<file path="src/rtl/axi_addr_admit.sv">
// AXI address-channel admission: region decode plus per-ID thread tracking with
// global and per-master outstanding limits; completions retire transactions by ID.
module axi_addr_admit #(
    parameter int M_COUNT = 4,
    parameter int M_REGIONS = 1,
    parameter int ADDR_WIDTH = 32,
    parameter int ID_WIDTH = 8,
    parameter int THREADS = 4,
    parameter int ACCEPT = 16,
    parameter logic [M_COUNT*32-1:0] M_ISSUE = {M_COUNT{32'd8}},
    parameter logic [M_COUNT*M_REGIONS*ADDR_WIDTH-1:0] M_BASE_ADDR = '0,
    parameter logic [M_COUNT*M_REGIONS*32-1:0] M_ADDR_WIDTH = {M_COUNT*M_REGIONS{32'd24}},
    parameter logic [M_COUNT-1:0] M_SECURE = '0,
    localparam int SEL_W = (M_COUNT > 1) ? $clog2(M_COUNT) : 1,
    localparam int CNT_W = $clog2(ACCEPT + 1)
) (
    input  logic                  clk,
    input  logic                  rstn,
    input  logic [ID_WIDTH-1:0]   s_aid,
    input  logic [ADDR_WIDTH-1:0] s_aaddr,
    input  logic [2:0]            s_aprot,
    input  logic                  s_avalid,
    output logic                  s_aready,
    output logic [SEL_W-1:0]      m_select,
    output logic [3:0]            m_aregion,
    output logic                  m_decerr,
    output logic                  m_avalid,
    input  logic                  m_aready,
    input  logic [ID_WIDTH-1:0]   s_cpl_id,
    input  logic                  s_cpl_valid,
    output logic                  cpl_err,
    output logic [CNT_W-1:0]      outstanding,
    output logic                  fsm_state
);

    localparam int NR = M_COUNT * M_REGIONS;
    localparam int TH = (THREADS < ACCEPT) ? THREADS : ACCEPT;
    localparam int TH_W = (TH > 1) ? $clog2(TH) : 1;

    // Packed contiguous allocation: each enabled region is aligned to its own size.
    function automatic logic [NR*ADDR_WIDTH-1:0] calc_base();
        logic [NR*ADDR_WIDTH-1:0] addrs;
        logic [63:0] base;
        logic [63:0] mask;
        int w;
        addrs = '0;
        base = '0;
        for (int i = 0; i < NR; i++) begin
            w = int'(M_ADDR_WIDTH[i*32 +: 32]);
            mask = (w >= 64) ? '1 : ((64'd1 << w) - 64'd1);
            if (w > 0) begin
                if ((base & mask) != 64'd0) base = base + (mask + 64'd1) - (base & mask);
                addrs[i*ADDR_WIDTH +: ADDR_WIDTH] = base[ADDR_WIDTH-1:0];
                base = base + mask + 64'd1;
            end
        end
        return addrs;
    endfunction

    function automatic int max_issue();
        int m;
        m = 1;
        for (int j = 0; j < M_COUNT; j++)
            if (int'(M_ISSUE[j*32 +: 32]) > m) m = int'(M_ISSUE[j*32 +: 32]);
        return m;
    endfunction

    localparam logic [NR*ADDR_WIDTH-1:0] BASE = (M_BASE_ADDR == '0) ? calc_base() : M_BASE_ADDR;
    localparam int MC_W = $clog2(max_issue() + 1);

    typedef enum logic {IDLE = 1'b0, ISSUE = 1'b1} state_t;

    state_t state_q, state_d;
    logic   rst_done;

    logic [ID_WIDTH-1:0] thr_id  [TH];
    logic [SEL_W-1:0]    thr_m   [TH];
    logic [3:0]          thr_r   [TH];
    logic [CNT_W-1:0]    thr_cnt [TH];
    logic [CNT_W-1:0]    count;
    logic [MC_W-1:0]     m_cnt   [M_COUNT];

    logic             dec_hit;
    logic [SEL_W-1:0] dec_sel;
    logic [3:0]       dec_reg;
    logic             cpl_hit;
    logic [TH_W-1:0]  cpl_idx;
    logic [SEL_W-1:0] cpl_m;
    logic             same_found, free_found, thr_ok, glob_ok, mst_ok;
    logic [TH_W-1:0]  same_idx, free_idx, alloc_idx;
    logic             decode_en, admit, miss;
    logic [TH-1:0]      thr_inc, thr_dec;
    logic [M_COUNT-1:0] mst_inc, mst_dec;

    logic             aready_d, avalid_d, decerr_d;
    logic [SEL_W-1:0] select_d;
    logic [3:0]       region_d;

    logic unused_prot;
    assign unused_prot = s_aprot[2] ^ s_aprot[0];

    // Region decode; later (higher-index) hits override earlier ones.
    always_comb begin
        dec_hit = 1'b0;
        dec_sel = '0;
        dec_reg = '0;
        for (int i = 0; i < NR; i++) begin
            if ((M_ADDR_WIDTH[i*32 +: 32] != 32'd0) &&
                !(M_SECURE[i / M_REGIONS] && s_aprot[1]) &&
                ((s_aaddr >> M_ADDR_WIDTH[i*32 +: 32]) ==
                 (BASE[i*ADDR_WIDTH +: ADDR_WIDTH] >> M_ADDR_WIDTH[i*32 +: 32]))) begin
                dec_hit = 1'b1;
                dec_sel = SEL_W'(i / M_REGIONS);
                dec_reg = 4'(i % M_REGIONS);
            end
        end
    end

    // A slot is active exactly while its count is non-zero.
    always_comb begin
        cpl_hit = 1'b0;
        cpl_idx = '0;
        same_found = 1'b0;
        same_idx = '0;
        free_found = 1'b0;
        free_idx = '0;
        for (int i = 0; i < TH; i++) begin
            if (s_cpl_valid && thr_cnt[i] != '0 && thr_id[i] == s_cpl_id) begin
                cpl_hit = 1'b1;
                cpl_idx = TH_W'(i);
            end
            if (thr_cnt[i] != '0 && thr_id[i] == s_aid) begin
                same_found = 1'b1;
                same_idx = TH_W'(i);
            end
        end
        for (int i = TH - 1; i >= 0; i--) begin
            if (thr_cnt[i] == '0) begin
                free_found = 1'b1;
                free_idx = TH_W'(i);
            end
        end
    end

    assign cpl_m = thr_m[cpl_idx];
    assign thr_ok = same_found ? (thr_m[same_idx] == dec_sel && thr_r[same_idx] == dec_reg)
                               : free_found;
    assign alloc_idx = same_found ? same_idx : free_idx;
    assign glob_ok = (int'(count) < ACCEPT) || cpl_hit;

    always_comb begin
        mst_ok = 1'b0;
        for (int j = 0; j < M_COUNT; j++)
            if (dec_sel == SEL_W'(j))
                mst_ok = (int'(m_cnt[j]) < int'(M_ISSUE[j*32 +: 32])) ||
                         (cpl_hit && cpl_m == SEL_W'(j));
    end

    assign decode_en = (state_q == IDLE) && s_avalid && rst_done;
    assign admit = decode_en && dec_hit && glob_ok && mst_ok && thr_ok;
    assign miss = decode_en && !dec_hit;

    always_comb begin
        thr_inc = '0;
        thr_dec = '0;
        mst_inc = '0;
        mst_dec = '0;
        for (int i = 0; i < TH; i++) begin
            thr_inc[i] = admit && alloc_idx == TH_W'(i);
            thr_dec[i] = cpl_hit && cpl_idx == TH_W'(i);
        end
        for (int j = 0; j < M_COUNT; j++) begin
            mst_inc[j] = admit && dec_sel == SEL_W'(j);
            mst_dec[j] = cpl_hit && cpl_m == SEL_W'(j);
        end
    end

    // Handshake: s_aready pulses one cycle after the decode cycle and the upstream
    // request is consumed then; m_avalid holds with stable routing until m_aready.
    always_comb begin
        state_d = state_q;
        aready_d = 1'b0;
        avalid_d = m_avalid;
        decerr_d = m_decerr;
        select_d = m_select;
        region_d = m_aregion;
        case (state_q)
            IDLE: begin
                if (admit || miss) begin
                    state_d = ISSUE;
                    aready_d = 1'b1;
                    avalid_d = 1'b1;
                    decerr_d = miss;
                    select_d = miss ? '0 : dec_sel;
                    region_d = miss ? '0 : dec_reg;
                end
            end
            ISSUE: begin
                if (m_aready) begin
                    state_d = IDLE;
                    avalid_d = 1'b0;
                end
            end
            default: state_d = IDLE;
        endcase
    end

    always_ff @(posedge clk or negedge rstn) begin
        if (!rstn) begin
            state_q   <= IDLE;
            rst_done  <= 1'b0;
            s_aready  <= 1'b0;
            m_avalid  <= 1'b0;
            m_decerr  <= 1'b0;
            m_select  <= '0;
            m_aregion <= '0;
        end else begin
            state_q   <= state_d;
            rst_done  <= 1'b1;
            s_aready  <= aready_d;
            m_avalid  <= avalid_d;
            m_decerr  <= decerr_d;
            m_select  <= select_d;
            m_aregion <= region_d;
        end
    end

    always_ff @(posedge clk or negedge rstn) begin
        if (!rstn) begin
            count   <= '0;
            cpl_err <= 1'b0;
            for (int i = 0; i < TH; i++) begin
                thr_cnt[i] <= '0;
                thr_id[i]  <= '0;
                thr_m[i]   <= '0;
                thr_r[i]   <= '0;
            end
            for (int j = 0; j < M_COUNT; j++) m_cnt[j] <= '0;
        end else begin
            cpl_err <= s_cpl_valid && !cpl_hit;
            if (admit && !cpl_hit) count <= count + CNT_W'(1);
            else if (!admit && cpl_hit) count <= count - CNT_W'(1);
            for (int i = 0; i < TH; i++) begin
                if (thr_inc[i] && !thr_dec[i]) thr_cnt[i] <= thr_cnt[i] + CNT_W'(1);
                else if (!thr_inc[i] && thr_dec[i]) thr_cnt[i] <= thr_cnt[i] - CNT_W'(1);
                if (thr_inc[i]) begin
                    thr_id[i] <= s_aid;
                    thr_m[i]  <= dec_sel;
                    thr_r[i]  <= dec_reg;
                end
            end
            for (int j = 0; j < M_COUNT; j++) begin
                if (mst_inc[j] && !mst_dec[j]) m_cnt[j] <= m_cnt[j] + MC_W'(1);
                else if (!mst_inc[j] && mst_dec[j]) m_cnt[j] <= m_cnt[j] - MC_W'(1);
            end
        end
    end

    assign outstanding = count;
    assign fsm_state = state_q;

endmodule
</file>
<file path="config.mk">
export PLATFORM = sky130hd
export DESIGN_NAME = axi_addr_admit
export DESIGN_NICKNAME = d
export VERILOG_FILES = /design/src/rtl/axi_addr_admit.sv
export SDC_FILE = /design/constraint.sdc
export NUM_CORES = 1
export LEC_CHECK = 0
export BUFFER_PORTS_ARGS = -buffer_cell sky130_fd_sc_hd__buf_2
export CAP_MARGIN = 20
export CORE_MARGIN = 1
export CORE_UTILIZATION = 60
export CTS_BUF_LIST = sky130_fd_sc_hd__clkbuf_4
export DETAILED_ROUTE_END_ITERATION = 10
export GPL_TIMING_DRIVEN = 0
export HOLD_SLACK_MARGIN = 0.15
export PLACE_DENSITY = 0.82
export SLEW_MARGIN = 20
export SYNTH_ARGS = -nofsm -noshare
export SYNTH_HDL_FRONTEND = slang
export SYNTH_SLANG_ARGS = --single-unit
</file>
<file path="constraint.sdc">
create_clock -name clk -period 6.2 [get_ports clk]
set_input_delay 0.31 -clock clk [delete_from_list [all_inputs] [get_ports clk]]
set_output_delay 0.31 -clock clk [all_outputs]
set_load 0.02 [all_outputs]
</file>
==> results of run 1 <==
[worst paths after layout]
path / end / depth (start not counted) / slack, ns
max: outstanding[4] / 18 / 1.01
min: thr_id[21] / 2 / 0.17
max reg2reg: outstanding[4] / 18 / 1.01
min reg2reg: thr_cnt[14] / 1 / 0.47
max in group asynchronous: thr_id[0] / 3 / 5.34
min in group asynchronous: thr_id[19] / 2 / 0.24
[placed cells by master, fill, tap and decap left out, types with 8 or more instances in the layout]
master / n
nand2_1: 43
nand3_1: 11
mux2i_1: 8
mux2_4: 35
nor3_1: 8
nor4_1: 8
fa_1: 9
mux2_2: 11
inv_1: 24
dfrtp_1: 89
nor2_1: 21
nand4_1: 10
xnor2_1: 85
ha_1: 32
clkbuf_4: 10
buf_2: 28
clkbuf_1: 16
a21oi_1: 21
xor2_1: 24
o21ai_0: 17
a21o_1: 15
[per-stage QoR]
step / instance area, µm² / instances / utilization [%] / hold slack, ns
3_3_place_gp: 6250 / 717 / 64.6 / 0.452
2_1_floorplan: 5970 / 560 / - / 0.0144
3_5_place_dp: 6290 / 718 / 64.9 / 0.168
4_1_cts: 6440 / 735 / 66.5 / 0.166
5_1_grt: 6440 / 735 / 66.5 / 0.161
6_report: 6440 / 735 / 66.5 / 0.170
[report_power, final]
| part | leakage [µW] | internal (µW) | switching (µW) |
|---|---|---|---|
| clock | 0.0000645 | 124 | 202 |
| sequential | 0.00121 | 609 | 28.7 |
| combinational | 0.00183 | 123 | 148 |
[kinds of logic (layout without fill, tap and decap cells)]
logic type | count (synthesis) | after routing | share of synthesized area [%]
XOR/XNOR | 109 | 109 | 16.0
AO/OA/AOI/OAI | 68 | 68 | 7.33
AND/OR/NAND/NOR | 136 | 136 | 12.3
flip-flops | 89 | 89 | 37.4
adder cells (fa/ha/maj) | 41 | 41 | 9.75
multiplexers | 55 | 55 | 12.4
other | 2 | 5 | 0.126
buffers and inverters | 57 | 99 | 4.64
[final cells by class]
type / count / area share, %
timing repair buffer: 27 / 2.70
buffer: 32 / 2.84
clock buffer: 10 / 1.17
clock inverter: 5 / 0.894
inverter: 25 / 1.46
multi-input combinational: 414 / 53.8
tap: 133 / 2.58
sequential: 89 / 34.6
[sequential cells by signal, summed over array words and instances, names as in the netlist, 2 cells and up]
| register | flops |
|---|---|
| m_select | 2 |
| thr_cnt | 20 |
| thr_m | 8 |
| thr_id | 32 |
| outstanding | 5 |
| m_cnt | 16 |
[worst max-delay path, delay by kind of cell, from the launching register on]
kind	cells	cell delay [ns]
flops	1	0.47
xor+xnor	2	0.28
simple gates	6	1.98
buf+inv	4	0.69
compound gates	4	1.14
fa+ha+maj	2	0.53
[metal layers]
layer,vias to the layer above,global-route usage [%],routed length [µm]
met4,0,10.8,300
met2,115,44.0,6070
met3,24,2.83,456
met1,2032,34.2,5500
met5,-,0,0
li1,1979,-,-
==> out/results.ini, run 1 <==
[sta]
min_period_over_period_pct = 83.8
worstMarginPinSlew_ns = 0.974
setup_viol = 0
hold_viol = 0
max_freq_mhz = 193
fin_crit_ns = 5.19
finalClockSkew_ns = 0.0194
setup-tns-final_ns = 0
slew_viol_final = 0
relSlewSlack_pct = 34.6
rsz0062_at_grt = no
timing.final.ws_setup_ns = 1.01

[floorplan]
die_w_um = 102
core_mm2 = 0.00968
die_area_mm2 = 0.0103
start_util_pct = 61.5
num_io_pins = 72
die_h_um = 102
num_rows = 36

[drt]
vias = 4150
drc_errors = 0
avgRoutedWirePerCell_um = 16.8
drtIter0Drc = 223
ant_nets = 0
wirelength_mm = 12.3
first_pass_iters = 5
via_per_inst = 5.65

[setup_path]
cp_max_fo = 9
crit_slowest_cell = nor4_1
crit_top_cell = inv_1
cp_cell_sequence = or4_4 -> o211ai_1 -> nor3_1 -> nor4_1 -> inv_1 -> and2_1 -> a21oi_1 -> or3_1 -> clkbuf_1 -> inv_1 -> ha_1 -> inv_1 -> ha_1 -> a21o_1 -> a21oi_1 -> xnor2_1 -> nor2_1 -> xor2_1
critPathKind = flop to flop
cp-startpoint = thr_cnt[5]
critical_path.endpoint_type = flop
start_kind = flop
arrival_ns = 5.54
r2r_start = thr_cnt[5]
cpPeakStageDelay_ns = 0.82
critPathRequiredTime_ns = 6.55

[synthesis]
synth.largest_area_cell = dfrtp_1
synthDistinctLibCells = 52
synth-seq-cells = 89
synth_area_mm2 = 0.00596
syn_avg_cell_area_um2 = 10.7
synth.top_cell.area_share_pct = 37.4
async_flop_share_pct = 100
synth_commonest_cells = 89 x dfrtp_1, 85 x xnor2_1, 43 x nand2_1
seq_area_frac_synth_pct = 37.4
netlist_instances = 557
synth.most_common_cell = dfrtp_1
synth_top_flop_cell = dfrtp_1
synth-edff-count = 0
synthTopCellsByArea = dfrtp_1 37%, xnor2_1 12%, mux2_4 8.8%
yosysWarnings = 0

[power_and_ir_drop]
p_total_uw = 1230
leakagePower_uw = 0.00310
max-vdd-ir-drop_mv = 0.111
p_per_area_mw_per_mm2 = 192

[placed_design]
port_buffers = 24
dp_hpwl_mm = 9.15
place_congestion = 0.874
place_ws_ns = 1.05

[global_routing]
grt_overflow_total = 0
grt_max_degree = 71
antenna_found_initial = 0
grt_pass1_wl_mm = 20.6
first_global_vias = 4293
grt_usage_pct = 26.1

[layout]
multi_input_area_mm2 = 0.00346
fill_cells = 725
drive_gt1_share_pct = 19.6
regArea_mm2 = 0.00223
diodes = 0
finalNetCount = 695
syn_to_final_growth_pct = 8.13

[min_path]
hp-start = s_aid[5]
hp-class = primary input to flop

[clocking]
cts.clk_slew.worst_paths_ns = 0.15
clk_latency_ns = 0.46
cts-buffers-inserted = 9
ctsResizeCount = 0
htreeDepth = 3
clk_path_buf_depth = 2
ctsRootBufferMaster = clkbuf_4
cts_hold_buf = 2
cts_sinks = 89
cts_tree = done
post-cts-setup-buffers = 0

[flow_run]
maxCapViolCount = 0

[outcome]
status = finished, final reports clean

Power figures use the tool's default switching activity.
==> run 2, diff against run 1 <==
- CORE_UTILIZATION: 60 -> 55
- PLACE_DENSITY: 0.82 -> 0.79
- clock period: 6.2 -> 4.2 ns (I/O delays scaled with it)
==> out/results.ini, run 2 (synthesis results as in run 1) <==
[outcome]
status = finished with violations
violations = negative setup slack

[global_routing]
antenna_found_initial = 0  ; unchanged
use_met2_pct = 48.2  ; +4.3 points
grt_overflow_total = 0  ; unchanged
grt_max_degree = 47  ; -34%
grt_use_met3_pct = 5.76  ; +2.9 points
grt_usage_pct = 27.9  ; +1.8 points
first_global_vias = 4846  ; +13%
grt_pass1_wl_mm = 24.1  ; +17%
use_met1_pct = 32.9  ; -1.3 points
top_usage_layer = met2

[setup_path]
critPathRequiredTime_ns = 4.54  ; -2.01 ns
critical_path.endpoint_type = flop
cp_max_fo = 4  ; -5
cp_top_family = simple AND/OR/NAND/NOR gates
cp_cell_sequence = or4_4 -> or2_1 -> and3_4 -> a2111o_1 -> o211ai_2 -> o32ai_2 -> or4_4 -> buf_6 -> or4_4 -> buf_12 -> clkinv_4 -> ha_4 -> inv_4 -> fa_2 -> a21o_1 -> a21oi_2 -> xnor2_1 -> nor2_1 -> xor2_1
crit_top_cell = or4_4
start_kind = flop
crit_slowest_cell = or4_4
arrival_ns = 5.03  ; -0.51 ns
r2r_cells = 19  ; +1
ff2ff_setup_slack_ns = -0.48  ; -1.49 ns
critPathKind = flop to flop
crit_buf_inv = 4  ; unchanged
cpPeakStageDelay_ns = 0.58  ; -0.24 ns
critical_path_depth = 19  ; +1

[drt]
avgRoutedWirePerCell_um = 19.1  ; +14%
via_per_inst = 5.76  ; +2.0%
ant_nets = 0  ; unchanged
first_pass_iters = 6  ; +1
drc_errors = 0  ; unchanged
drtIter0Drc = 234  ; +4.9%
vias = 4532  ; +9.2%
wirelength_mm = 15.0  ; +22%

[floorplan]
num_rows = 37  ; +2.8%
die_h_um = 106  ; +4.4%
core_mm2 = 0.0104  ; +7.6%
die_area_mm2 = 0.0113  ; +8.9%
die_w_um = 106  ; +4.4%
start_util_pct = 57.2  ; -4.3 points
num_io_pins = 72  ; unchanged

[placed_design]
dp_hpwl_mm = 9.50  ; +3.9%
place_area_mm2 = 0.00643  ; +2.3%
place_congestion = 0.911  ; +4.2%
port_buffers = 24  ; unchanged

[clocking]
htreeDepth = 3  ; unchanged
cts.clk_slew.worst_paths_ns = 0.14  ; about the same
clk_latency_ns = 0.47  ; about the same
cts_sinks = 89  ; unchanged
cts_tree = done
cts-buffers-inserted = 9  ; unchanged
clk_path_buf_depth = 2  ; unchanged
ctsRootBufferMaster = clkbuf_4

[power_and_ir_drop]
max-vdd-ir-drop_mv = 0.171  ; +54%
leakagePower_uw = 0.00343  ; +11%
p_total_uw = 1990  ; +62%
p_per_area_mw_per_mm2 = 270  ; +41%

[sta]
max_freq_mhz = 214  ; +11%
fin_crit_ns = 4.68  ; -0.511 ns
rsz0062_at_grt = yes
slew_viol_final = 0  ; unchanged
setup_viol = 19  ; +19
worstMarginPinSlew_ns = 0.637  ; -0.337 ns
finalClockSkew_ns = 0.0313  ; +0.0120 ns
relSlewSlack_pct = 57.2  ; +23 points
timing.final.ws_setup_ns = -0.482  ; -1.49 ns
hold_viol = 0  ; unchanged
min_period_over_period_pct = 111  ; +28 points

[layout]
final_common_cell = dfrtp_1
largest_register_ffs = 32  ; unchanged
drive_gt1_share_pct = 37.0  ; +17 points
finalNetCount = 743  ; +6.9%
layout_common_cells = 88 x dfrtp_1, 82 x xnor2_1, 46 x buf_4, 43 x nand2_1, 35 x mux2_4
reg_top3 = thr_id: 32 flops, thr_cnt: 20 flops, m_cnt: 16 flops
syn_to_final_growth_pct = 24.2
regMostFlops = thr_id
design_area_mm2 = 0.00740  ; +15%
diodes = 0  ; unchanged

[flow_run]
maxCapViolCount = 0  ; unchanged

[min_path]
hp-class = primary input to flop
whs_path_depth = 2  ; unchanged

-- run 2: worst paths after layout --
kind | start | endpoint
worst min-delay path | s_aid[7] | thr_id[15]
worst max-delay path | thr_cnt[8] | thr_cnt[4]
min in group asynchronous | rstn | thr_id[21]
worst min register to register | thr_cnt[19] | thr_cnt[19]
worst max register to register | thr_cnt[8] | thr_cnt[4]
max in group asynchronous | rstn | thr_cnt[0]
-- run 2: cell type report --
class	instances	area, µm²
repair buffers	79	603
inverters	25	126
fillers	746	3020
plain buffers	28	154
well taps	136	170
flip-flops and latches	89	2230
clock buffers	11	82.6
clock inverters	5	80.1
multi-input cells	414	3960
-- run 2: stage by stage --
step                std cells  TNS, ns  util, %  setup slack, ns  hold slack (ns)
floorplan                 560   -0.173        -          -0.0997          -0.0856
global placement          720    -6.92     61.5           -0.500            0.451
detailed placement        721   -11.81     61.8           -0.705            0.255
CTS                       774    -3.66     68.6           -0.396            0.179
global route              787    -7.46     71.1           -0.625            0.166
finish                    787    -4.61     71.1           -0.482            0.193
-- run 2: routing by layer --
| layer | wire length (µm) | part of all wire, % |
|---|---|---|
| met5 | 0 | 0 |
| met1 | 5960 | 40 |
| met2 | 7750 | 52 |
| met4 | 400 | 2.7 |
| met3 | 906 | 6.0 |
-- run 2: where the power goes --
group | switching, µW | internal [µW] | leakage, µW | total, µW
logic | 255 | 227 | 0.00214 | 482
clock network | 313 | 254 | 0.0000847 | 567
registers | 47.9 | 899 | 0.00121 | 946
-- run 2: repair_timing --
item,CTS,global route
setup buffers,27,18
setup endpoints to repair,35,36
hold buffers,10,0
endpoints found under the hold margin,74,0
pin swaps,38,41
resized for setup,58,41
cloned,0,0
==> run 3, diff against run 2 <==
- CORE_ASPECT_RATIO: default -> 1.2
- HOLD_SLACK_MARGIN: 0.15 -> 0.06
==> out/results.ini, run 3 (synthesis results as in run 1) <==
[outcome]
status = finished with violations
violations = negative setup slack

[sta]
finalClockSkew_ns = 0.0237  ; -0.00762 ns
min_period_over_period_pct = 108  ; -3.3 points
setup_viol = 18  ; -1
hold_viol = 0  ; unchanged
fin_crit_ns = 4.54  ; -0.140 ns
slew_viol_final = 0  ; unchanged
timing.final.ws_setup_ns = -0.342  ; +0.140 ns
timing.hold.ws_ns = 0.0506  ; -0.143 ns
relSlewSlack_pct = 52.9  ; -4.3 points
worstMarginPinSlew_ns = 0.700  ; +0.0633 ns
max_freq_mhz = 220  ; +3.1%
rsz0062_at_grt = yes

[setup_path]
critPathKind = flop to flop
critical_path.endpoint_type = flop
cp_max_fo = 6  ; +2
critPathRequiredTime_ns = 4.58  ; +0.04 ns
cp_top_family = simple AND/OR/NAND/NOR gates
cp_cell_sequence = or4_4 -> o211ai_1 -> buf_4 -> nor3_2 -> nor2_2 -> a21o_1 -> a31oi_1 -> or4_4 -> buf_6 -> or4_4 -> inv_4 -> ha_4 -> inv_6 -> fa_2 -> a21o_1 -> a21oi_2 -> xnor2_1 -> nor2_1 -> xor2_1
arrival_ns = 4.92  ; -0.11 ns
start_kind = flop
cpPeakStageDelay_ns = 0.57  ; about the same
crit_slowest_cell = or4_4
crit_buf_inv = 4  ; unchanged
crit_top_cell = or4_4

[power_and_ir_drop]
leakagePower_uw = 0.00347  ; +1.2%
max-vdd-ir-drop_mv = 0.205  ; +20%
p_total_uw = 1910  ; -4.4%
p_per_area_mw_per_mm2 = 258  ; -4.2%

[drt]
first_pass_iters = 4  ; -2
ant_nets = 0  ; unchanged
drc_errors = 0  ; unchanged
vias = 4544  ; +0.26%
avgRoutedWirePerCell_um = 18.9  ; -0.74%
wl_met3_um = 671  ; -26%
wirelength_mm = 14.8  ; -1.8%
met2_length_mm = 7.46  ; -3.7%
drt-met1-wl_mm = 5.89  ; -1.2%
drtIter0Drc = 248  ; +6.0%
via_per_inst = 5.83  ; +1.3%
top_layer_used = met4

[min_path]
hp-class = primary input to flop

[layout]
regArea_mm2 = 0.00223  ; about the same
finalNetCount = 743  ; unchanged
drive_gt1_share_pct = 39.2  ; +2.2 points
regMostFlops = thr_id
fill_cells = 702  ; -5.9%
reg_top3 = thr_id: 32 flops, thr_cnt: 20 flops, m_cnt: 16 flops
stdcell_count = 779  ; -1.0%
multi_input_area_mm2 = 0.00402  ; +1.5%
design_area_mm2 = 0.00738  ; -0.27%
syn_to_final_growth_pct = 23.9
final_common_cell = dfrtp_1
largest_register_ffs = 32  ; unchanged
layout_common_cells = 87 x dfrtp_1, 80 x xnor2_1, 54 x buf_4, 42 x nand2_1, 38 x mux2_4
diodes = 0  ; unchanged

[placed_design]
port_buffers = 24  ; unchanged
place_area_mm2 = 0.00642  ; -0.14%
place_congestion = 0.876  ; -3.9%
dp_cells = 714  ; -0.97%
dp_hpwl_mm = 9.31  ; -2.0%

[floorplan]
core_mm2 = 0.0105  ; +0.96%
start_util_pct = 56.6  ; -0.54 points
die_area_mm2 = 0.0113  ; about the same
num_io_pins = 72  ; unchanged
num_rows = 41  ; +11%
die_h_um = 116  ; +9.4%
die_w_um = 97.0  ; -8.5%

[clocking]
ctsRootBufferMaster = clkbuf_4
cts-buffers-inserted = 9  ; unchanged
clk_path_buf_depth = 2  ; unchanged
clk_latency_ns = 0.48  ; about the same
cts_sinks = 89  ; unchanged
cts_tree = done
cts.clk_slew.worst_paths_ns = 0.14  ; about the same
htreeDepth = 3  ; unchanged

[global_routing]
grt_pass1_wl_mm = 23.1  ; -4.4%
antenna_found_initial = 0  ; unchanged
grt_usage_pct = 26.2  ; -1.7 points
grt_max_degree = 49  ; +4.3%
first_global_vias = 4656  ; -3.9%
grt_overflow_total = 0  ; unchanged

[flow_run]
maxCapViolCount = 0  ; unchanged

[run 3: metal layers]
| metal | vias up | GRT usage [%] |
|---|---|---|
| met5 | - | 0 |
| met1 | 2266 | 31.3 |
| li1 | 2071 | - |
| met3 | 59 | 3.32 |
| met4 | 0 | 14.9 |
| met2 | 148 | 46.1 |
[run 3: layout make-up]
class                   count  share of cell area [%]
multi-input cells         414                    54.4
clock buffers              10                    1.02
inverters                  25                    1.68
repair buffers             80                    8.04
well taps                 129                    2.19
clock inverters             5                   0.644
flip-flops and latches     89                    30.2
plain buffers              27                    1.81
[run 3: final timing paths]
path / start / to / slack (ns) / depth (start not counted)
max: thr_cnt[8] / thr_cnt[14] / -0.34 / 19
min: s_aid[5] / thr_id[21] / 0.05 / 2
max reg2reg: thr_cnt[8] / thr_cnt[14] / -0.34 / 19
min reg2reg: thr_cnt[14] / thr_cnt[14] / 0.47 / 1
max in group asynchronous: rstn / thr_cnt[0] / 3.29 / 3
min in group asynchronous: rstn / thr_id[21] / 0.25 / 2
[run 3: power breakdown]
| part | internal (µW) | switching, µW | total, µW |
|---|---|---|---|
| Sequential | 898 | 49.4 | 948 |
| Clock | 179 | 299 | 479 |
| Combinational | 227 | 253 | 480 |
[run 3: stage by stage]
step / setup slack [ns] / setup TNS, ns / utilization [%]
after floorplan: -0.0997 / -0.173 / -
after global placement: -0.453 / -4.99 / 60.8
after detailed placement: -0.550 / -7.71 / 61.1
after CTS: -0.381 / -3.66 / 67.6
after global routing: -0.482 / -5.79 / 70.2
final: -0.342 / -2.61 / 70.2
[run 3: what timing repair did]
| action | CTS | global route |
|---|---|---|
| endpoints found under the setup margin | 30 | 29 |
| gates cloned | 0 | 0 |
| resized for setup | 71 | 39 |
| hold buffers | 3 | 0 |
| endpoints found under the hold margin | 43 | 0 |
| pin swaps | 35 | 45 |
| buffers inserted | 29 | 23 |
[run 3: worst register-to-register path, delay by kind of cell (launching register included)]
family	cells	cell delay, ns
AO/OA/AOI/OAI	5	0.96
flip-flops	1	0.40
buffers and inverters	4	0.45
adder cells (fa/ha/maj)	2	0.49
AND/OR/NAND/NOR	6	1.86
XOR/XNOR	2	0.29
